--- config.mk ---
export PLATFORM = sky130hd
export DESIGN_NAME = regfile32_write
export DESIGN_NICKNAME = d
export VERILOG_FILES = /design/src/rtl/regfile32_write.sv
export SDC_FILE = /design/constraint.sdc
export NUM_CORES = 2
export LEC_CHECK = 0
export BUFFER_PORTS_ARGS = -buffer_cell sky130_fd_sc_hd__buf_2
export CORE_MARGIN = 1.5
export CORE_UTILIZATION = 55
export CTS_CLUSTER_DIAMETER = 200
export DETAILED_ROUTE_END_ITERATION = 12
export PLACE_DENSITY_LB_ADDON = 0.08
export SYNTH_ARGS = -nofsm -noshare
export SYNTH_HDL_FRONTEND = slang
export SYNTH_SLANG_ARGS = --single-unit
--- constraint.sdc ---
create_clock -name clk -period 2.5 [get_ports clk]
set_input_delay 0.375 -clock clk [delete_from_list [all_inputs] [get_ports clk]]
set_output_delay 0.375 -clock clk [all_outputs]
set_load 0.01 [all_outputs]
--- src/rtl/regfile32_write.sv ---
`default_nettype none
// ============================================================================
// Module      : regfile32_write
// Description : 32 x 32-bit CPU register file. Writes go through a 5-to-32
//               one-hot decoder; reads use two independent combinational
//               32:1 selectors. Register 0 is hardwired to zero. A registered
//               one-hot strobe of the last committed write and a saturating
//               16-bit committed-write counter are provided for observation.
//               Optional feature macro: REGFILE_BYPASS_EN (write-to-read
//               forwarding on both read ports).
// Revision    : 1.0 - initial release
// ============================================================================
module regfile32_write (
    input  logic        clk,
    input  logic        rst_n,
    input  logic        wr_en,
    input  logic [4:0]  wr_addr,
    input  logic [31:0] wr_data,
    input  logic [4:0]  rd_addr_a,
    input  logic [4:0]  rd_addr_b,
    output logic [31:0] rd_data_a,
    output logic [31:0] rd_data_b,
    output logic [31:0] wr_onehot,
    output logic [15:0] wr_count
);

    localparam int          C_NREGS     = 32;
    localparam logic [15:0] C_COUNT_MAX = 16'hFFFF;

    // Per-register write enables from the one-hot decoder (bit 0 never set).
    logic [31:0] w_en;
    // A write that actually changes architectural state.
    logic        w_commit;
    // Storage for registers 1..31; register 0 has no storage at all.
    logic [31:0] r_regs [1:C_NREGS-1];
    // Uniform 0..31 view of the register file used by the read selectors.
    logic [31:0] w_file [0:C_NREGS-1];
    // Stored contents seen by each read port, before any forwarding.
    logic [31:0] w_stored_a;
    logic [31:0] w_stored_b;
    logic [31:0] r_onehot;
    logic [15:0] r_count;

    // The AND with wr_en comes first so an unknown address while idle
    // resolves to a zero enable and cannot disturb any register.
    assign w_en[0] = 1'b0;
    generate
        for (genvar k = 1; k < C_NREGS; k++) begin : g_dec
            assign w_en[k] = wr_en & (wr_addr == 5'(k));
        end
    endgenerate

    assign w_commit = |w_en;

    // Register 0 reads as a constant zero; the rest map to storage.
    generate
        for (genvar k = 0; k < C_NREGS; k++) begin : g_file
            if (k == 0) begin : g_zero
                assign w_file[k] = 32'h0;
            end else begin : g_reg
                assign w_file[k] = r_regs[k];
            end
        end
    endgenerate

    // Register storage: each register captures wr_data when its enable is set.
    always_ff @(posedge clk or negedge rst_n) begin
        if (!rst_n) begin
            for (int k = 1; k < C_NREGS; k++) begin
                r_regs[k] <= 32'h0;
            end
        end else begin
            for (int k = 1; k < C_NREGS; k++) begin
                if (w_en[k]) begin
                    r_regs[k] <= wr_data;
                end
            end
        end
    end

    // One-hot strobe of the write committed on the most recent edge.
    always_ff @(posedge clk or negedge rst_n) begin
        if (!rst_n) begin
            r_onehot <= 32'h0;
        end else begin
            r_onehot <= w_en;
        end
    end

    // Saturating committed-write counter; holds at all-ones instead of wrapping.
    always_ff @(posedge clk or negedge rst_n) begin
        if (!rst_n) begin
            r_count <= 16'h0;
        end else if (w_commit && (r_count != C_COUNT_MAX)) begin
            r_count <= r_count + 16'd1;
        end
    end

    assign w_stored_a = w_file[rd_addr_a];
    assign w_stored_b = w_file[rd_addr_b];

`ifdef REGFILE_BYPASS_EN
    // Forward the in-flight write to a port reading the same register.
    // w_commit already excludes register 0, so reads of 0 stay zero.
    always_comb begin
        rd_data_a = w_stored_a;
        rd_data_b = w_stored_b;
        if (w_commit && (rd_addr_a == wr_addr)) begin
            rd_data_a = wr_data;
        end
        if (w_commit && (rd_addr_b == wr_addr)) begin
            rd_data_b = wr_data;
        end
    end
`else
    // Read ports expose stored contents only; a write shows after its edge.
    always_comb begin
        rd_data_a = w_stored_a;
        rd_data_b = w_stored_b;
    end
`endif

    assign wr_onehot = r_onehot;
    assign wr_count  = r_count;

endmodule
`default_nettype wire

==> report_table.html <==
<table>
<tr><th>Metric</th><th>Value</th></tr>
<tr><th colspan="2">Outcome</th></tr>
<tr><td>Status</td><td>finished with violations</td></tr>
<tr><td>Violated checks</td><td>setup timing</td></tr>
<tr><th colspan="2">Global routing</th></tr>
<tr><td>Maximum number of pins on one net before global-route repair</td><td>135</td></tr>
<tr><td>Aggregate global routing overflow</td><td>0</td></tr>
<tr><td>Number of antenna violations at the first check in global routing</td><td>20</td></tr>
<tr><td>First-pass GRT wire length</td><td>269000 um</td></tr>
<tr><td>Number of global-route vias before repair</td><td>39755</td></tr>
<tr><td>All-Layer GR Usage</td><td>35.8%</td></tr>
<tr><th colspan="2">Power and ir drop</th></tr>
<tr><td>Share of power burned in registers</td><td>43.2%</td></tr>
<tr><td>Share of total power in combinational logic</td><td>21.9%</td></tr>
<tr><td>Post-layout total power</td><td>52.5 mW</td></tr>
<tr><td>Switching power as a share of total power</td><td>27.6%</td></tr>
<tr><td>Power Internal</td><td>38.0 mW</td></tr>
<tr><td>Power Density</td><td>800 nW/um^2</td></tr>
<tr><td>Clock network fraction of total power</td><td>35.0%</td></tr>
<tr><td>Psw</td><td>14.5 mW</td></tr>
<tr><td>Leakage component of the power</td><td>29.2 nW</td></tr>
<tr><td>Worst vdd rail ir drop</td><td>0.615 mV</td></tr>
<tr><th colspan="2">Final layout</th></tr>
<tr><td>Area growth syn-to-layout</td><td>19.3%</td></tr>
<tr><td>Fraction of final layout cells with drive strength greater than 1</td><td>55.8%</td></tr>
<tr><td>Post-layout net count</td><td>4096</td></tr>
<tr><th colspan="2">Clocking</th></tr>
<tr><td>CTS clock-pin slew for the worst setup and hold paths</td><td>0.07 ns</td></tr>
<tr><td>CTS tree</td><td>built</td></tr>
<tr><td>Number of buffers on the longest clock path</td><td>3</td></tr>
<tr><td>Count of clock tree sinks</td><td>1039</td></tr>
<tr><td>Number of buffers inserted during clock tree synthesis</td><td>113</td></tr>
<tr><td>CTS H-tree depth</td><td>3</td></tr>
<tr><td>Clock insertion delay at the later pin of the skew report</td><td>0.70 ns</td></tr>
<tr><td>Cell chosen for the clock root</td><td>sky130_fd_sc_hd__clkbuf_16</td></tr>
<tr><th colspan="2">Yosys</th></tr>
<tr><td>#FFs+latches synth</td><td>1039</td></tr>
<tr><td>Avg Cell Area, Syn</td><td>14.6 um^2</td></tr>
<tr><td>Cells taking the most area after synthesis</td><td>sky130_fd_sc_hd__dfrtp_1 (47%), sky130_fd_sc_hd__mux2_2 (20%), sky130_fd_sc_hd__mux4_2 (16%), sky130_fd_sc_hd__a22o_1 (3.1%), sky130_fd_sc_hd__mux2i_1 (2.9%)</td></tr>
<tr><td>Fraction of synthesized cell area taken by the top area cell type</td><td>47.3%</td></tr>
<tr><td>Mapped Cells</td><td>3772</td></tr>
<tr><td>Most used flip-flop cell after synthesis</td><td>sky130_fd_sc_hd__dfrtp_1</td></tr>
<tr><td>Sequential-to-total area share from yosys stat</td><td>47.3%</td></tr>
<tr><td>Most numerous cell in the Yosys netlist</td><td>sky130_fd_sc_hd__dfrtp_1</td></tr>
<tr><td>Warning count from the yosys run</td><td>0</td></tr>
<tr><td>Post-synthesis cell type count</td><td>42</td></tr>
<tr><td>Net Count, Synth</td><td>3823</td></tr>
<tr><td>Biggest area consumer among synthesized cells</td><td>sky130_fd_sc_hd__dfrtp_1</td></tr>
<tr><td>Netlist area before placement</td><td>55000 um^2</td></tr>
<tr><td>Number of flops mapped to enable cells by yosys</td><td>0</td></tr>
<tr><td>Async set-reset flop share out of synthesis</td><td>100%</td></tr>
<tr><td>Commonest cells in the synthesized netlist</td><td>sky130_fd_sc_hd__dfrtp_1 (1039), sky130_fd_sc_hd__mux2_2 (983), sky130_fd_sc_hd__mux4_2 (384)</td></tr>
<tr><th colspan="2">STA</th></tr>
<tr><td>Clock skew after layout</td><td>0.0128 ns</td></tr>
<tr><td>Relative slew margins</td><td>47.2%</td></tr>
<tr><td>Count of final hold-check violations</td><td>0</td></tr>
<tr><td>Setup Viol. Count Final</td><td>64</td></tr>
<tr><td>Post-layout worst setup margin</td><td>-0.285 ns</td></tr>
<tr><td>Setup tns final</td><td>-12.53 ns</td></tr>
<tr><td>Count of pins over their slew limit</td><td>0</td></tr>
<tr><td>Min Clock Period, post-route</td><td>2.78 ns</td></tr>
<tr><td>Slew at the pin closest to its max-slew limit</td><td>0.792 ns</td></tr>
<tr><td>RSZ-0062 raised after global routing</td><td>true</td></tr>
<tr><td>Post-route worst hold slack</td><td>0.162 ns</td></tr>
<tr><td>Final Cycle Share</td><td>111%</td></tr>
<tr><td>Fmax</td><td>0.359 GHz</td></tr>
<tr><th colspan="2">Critical path</th></tr>
<tr><td>Endpoint of the most critical register-to-register path</td><td>wr_count[5]</td></tr>
<tr><td>Cell breakdown of the critical path</td><td>mux4_2, a22o_1, o21ai_4, o31ai_2, buf_2</td></tr>
<tr><td>Endpoint kind of the worst setup timing path</td><td>primary output</td></tr>
<tr><td>Crit path DAT</td><td>2.41 ns</td></tr>
<tr><td>Delay contributed by the slowest stage of the critical path</td><td>0.49 ns</td></tr>
<tr><td>Buffering stage count on the worst path with inverters included</td><td>1</td></tr>
<tr><td>Category of cells accounting for the largest share of critical-path delay</td><td>compound AO/OA/AOI/OAI gates</td></tr>
<tr><td>Worst path required time</td><td>2.12 ns</td></tr>
<tr><td>Critical path class</td><td>flip-flop to primary output</td></tr>
<tr><td>Worst reg2reg path startpoint</td><td>wr_count[0]</td></tr>
<tr><td>Register-to-register path setup slack</td><td>0.53 ns</td></tr>
<tr><td>Biggest fanout along the worst timing path</td><td>3</td></tr>
<tr><td>Startpoint Class</td><td>flip-flop</td></tr>
<tr><td>Worst Reg2Reg Path Length in Cells</td><td>4</td></tr>
<tr><td>Worst path slowest cell</td><td>sky130_fd_sc_hd__mux4_2</td></tr>
<tr><th colspan="2">Drt</th></tr>
<tr><td>DRT met1 WL</td><td>71000 um</td></tr>
<tr><td># DRC</td><td>0</td></tr>
<tr><td>Post-DR vias/cell</td><td>6.97</td></tr>
<tr><td>Drt first-iter violations</td><td>3763</td></tr>
<tr><td>Max layer used</td><td>met5</td></tr>
<tr><td>Count of vias placed by the detailed router</td><td>37925</td></tr>
<tr><td>DR pass1 iterations</td><td>5</td></tr>
<tr><td>Wirelength per Cell</td><td>33.2 um</td></tr>
<tr><td>Met3 layer wire length in the routed design</td><td>18300 um</td></tr>
<tr><td>WL met2</td><td>84200 um</td></tr>
<tr><td>Final routed wirelength across all metal layers</td><td>181000 um</td></tr>
<tr><td>Post-detailed-route count of antenna-violating nets</td><td>0</td></tr>
<tr><th colspan="2">Floorplan</th></tr>
<tr><td>Y dimension of the die</td><td>319 um</td></tr>
<tr><td>Initial core utilization</td><td>55.7%</td></tr>
<tr><td>Top-Level Pins</td><td>162</td></tr>
<tr><td>Overall die area</td><td>102000 um^2</td></tr>
<tr><td>Standard cell core area</td><td>98700 um^2</td></tr>
<tr><td>Row Count</td><td>115</td></tr>
<tr><td>Horizontal die dimension</td><td>319 um</td></tr>
<tr><th colspan="2">Place</th></tr>
<tr><td>Buffers added on ports</td><td>160</td></tr>
<tr><td>Final RePlAce weighted congestion</td><td>0.883</td></tr>
<tr><td>Detailed-placement wirelength estimate</td><td>116000 um</td></tr>
<tr><th colspan="2">Flow run</th></tr>
<tr><td>Total of max-cap violations</td><td>0</td></tr>
<tr><th colspan="2">Hold path</th></tr>
<tr><td>Class of the most critical hold timing path</td><td>input port to async pin</td></tr>
</table>
-- flip-flops by register name, summed over array words and instances (netlist names) --
signal and cells:
r_regs 992, wr_onehot 31, wr_count 16
-- worst max path at each step --
| stage | from | endpoint | slack (ns) | cells after the start |
|---|---|---|---|---|
| after floorplan | rd_addr_a[0] | rd_data_a[10] | 0.26 | 7 |
| after global placement | rd_addr_b[0] | rd_data_b[19] | -0.30 | 9 |
| after detailed placement | rd_addr_b[0] | rd_data_b[21] | -0.35 | 11 |
| after CTS | r_regs[129] | rd_data_a[1] | -0.30 | 6 |
| after global routing | r_regs[112] | rd_data_b[16] | -0.34 | 5 |
| final | r_regs[16] | rd_data_b[16] | -0.28 | 5 |
-- repair_timing --
| action | CTS | global route |
|---|---|---|
| resized for setup | 155 | 52 |
| pin swaps | 137 | 68 |
| hold buffers | 1 | 0 |
| hold endpoints to repair | 108 | 0 |
| cloned | 4 | 2 |
| setup endpoints to repair | 64 | 64 |
| setup buffers | 19 | 12 |
-- per-stage QoR --
| stage | std cells | utilization, % | setup slack [ns] | area (um^2) |
|---|---|---|---|---|
| 6_report | 5439 | 66.5 | -0.285 | 65600 |
| 5_1_grt | 5432 | 66.5 | -0.340 | 65600 |
| 4_1_cts | 5416 | 66.1 | -0.301 | 65200 |
| 3_5_place_dp | 5187 | 60.8 | -0.350 | 60000 |
| 3_3_place_gp | 5187 | 60.8 | -0.298 | 60000 |
| 2_1_floorplan | 3772 | - | 0.260 | 55000 |
-- area by class of cell --
cell class	instances	area (um^2)
flip-flops and latches	1039	26000
fillers	6958	33100
diodes	9	22.5
multi-input cells	2301	28100
repair buffers	574	5770
inverters	16	60.1
clock inverters	60	803
clock buffers	153	3310
well taps	1287	1610
-- power by group through the flow --
stage	Clock [mW]	Combinational, mW	Sequential, mW
after floorplan	0	7.69	21.9
after global placement	0	10.4	22.4
after detailed placement	0	10.8	22.8
after CTS	18.6	11.3	22.5
after global routing	19.3	12.2	23.0
final	18.4	11.5	22.7
-- worst reg2reg max path, stage by stage, from the launching register on --
cell and delay, ns:
sky130_fd_sc_hd__dfrtp_1 0.47, sky130_fd_sc_hd__ha_1 0.34, sky130_fd_sc_hd__and4_1 0.34, sky130_fd_sc_hd__a2111oi_0 0.55, sky130_fd_sc_hd__xor2_1 0.14
-- per-layer routing --
| metal | vias up | global-route usage, % |
|---|---|---|
| met5 | - | 0 |
| li1 | 15094 | - |
| met4 | 18 | 14.2 |
| met2 | 2052 | 55.4 |
| met1 | 20274 | 48.3 |
| met3 | 487 | 9.59 |
-- cells in the final DEF, fill, tap and decap left out, types with 58 or more instances in the layout --
cell type / count
sky130_fd_sc_hd__mux2_1: 77
sky130_fd_sc_hd__dfrtp_1: 1039
sky130_fd_sc_hd__buf_2: 140
sky130_fd_sc_hd__a22o_1: 192
sky130_fd_sc_hd__o22ai_1: 64
sky130_fd_sc_hd__mux2i_1: 158
sky130_fd_sc_hd__nand2_1: 75
sky130_fd_sc_hd__clkbuf_16: 121
sky130_fd_sc_hd__a211oi_1: 58
sky130_fd_sc_hd__mux4_2: 384
sky130_fd_sc_hd__buf_4: 275
sky130_fd_sc_hd__buf_12: 114
sky130_fd_sc_hd__mux2_2: 983
-- cells by family (layout without fill, tap and decap cells) --
family          after synthesis  in the layout  synth area share, %
compound gates              461            461                 6.33
buf+inv                     432            803                 3.70
flops                      1039           1039                 47.3
simple gates                223            223                 2.14
other cells                   1             10              0.00682
xor+xnor                     11             11                0.175
fa+ha+maj                     1              1               0.0227
mux                        1604           1604                 40.3
(Power assumes the default switching activity.)
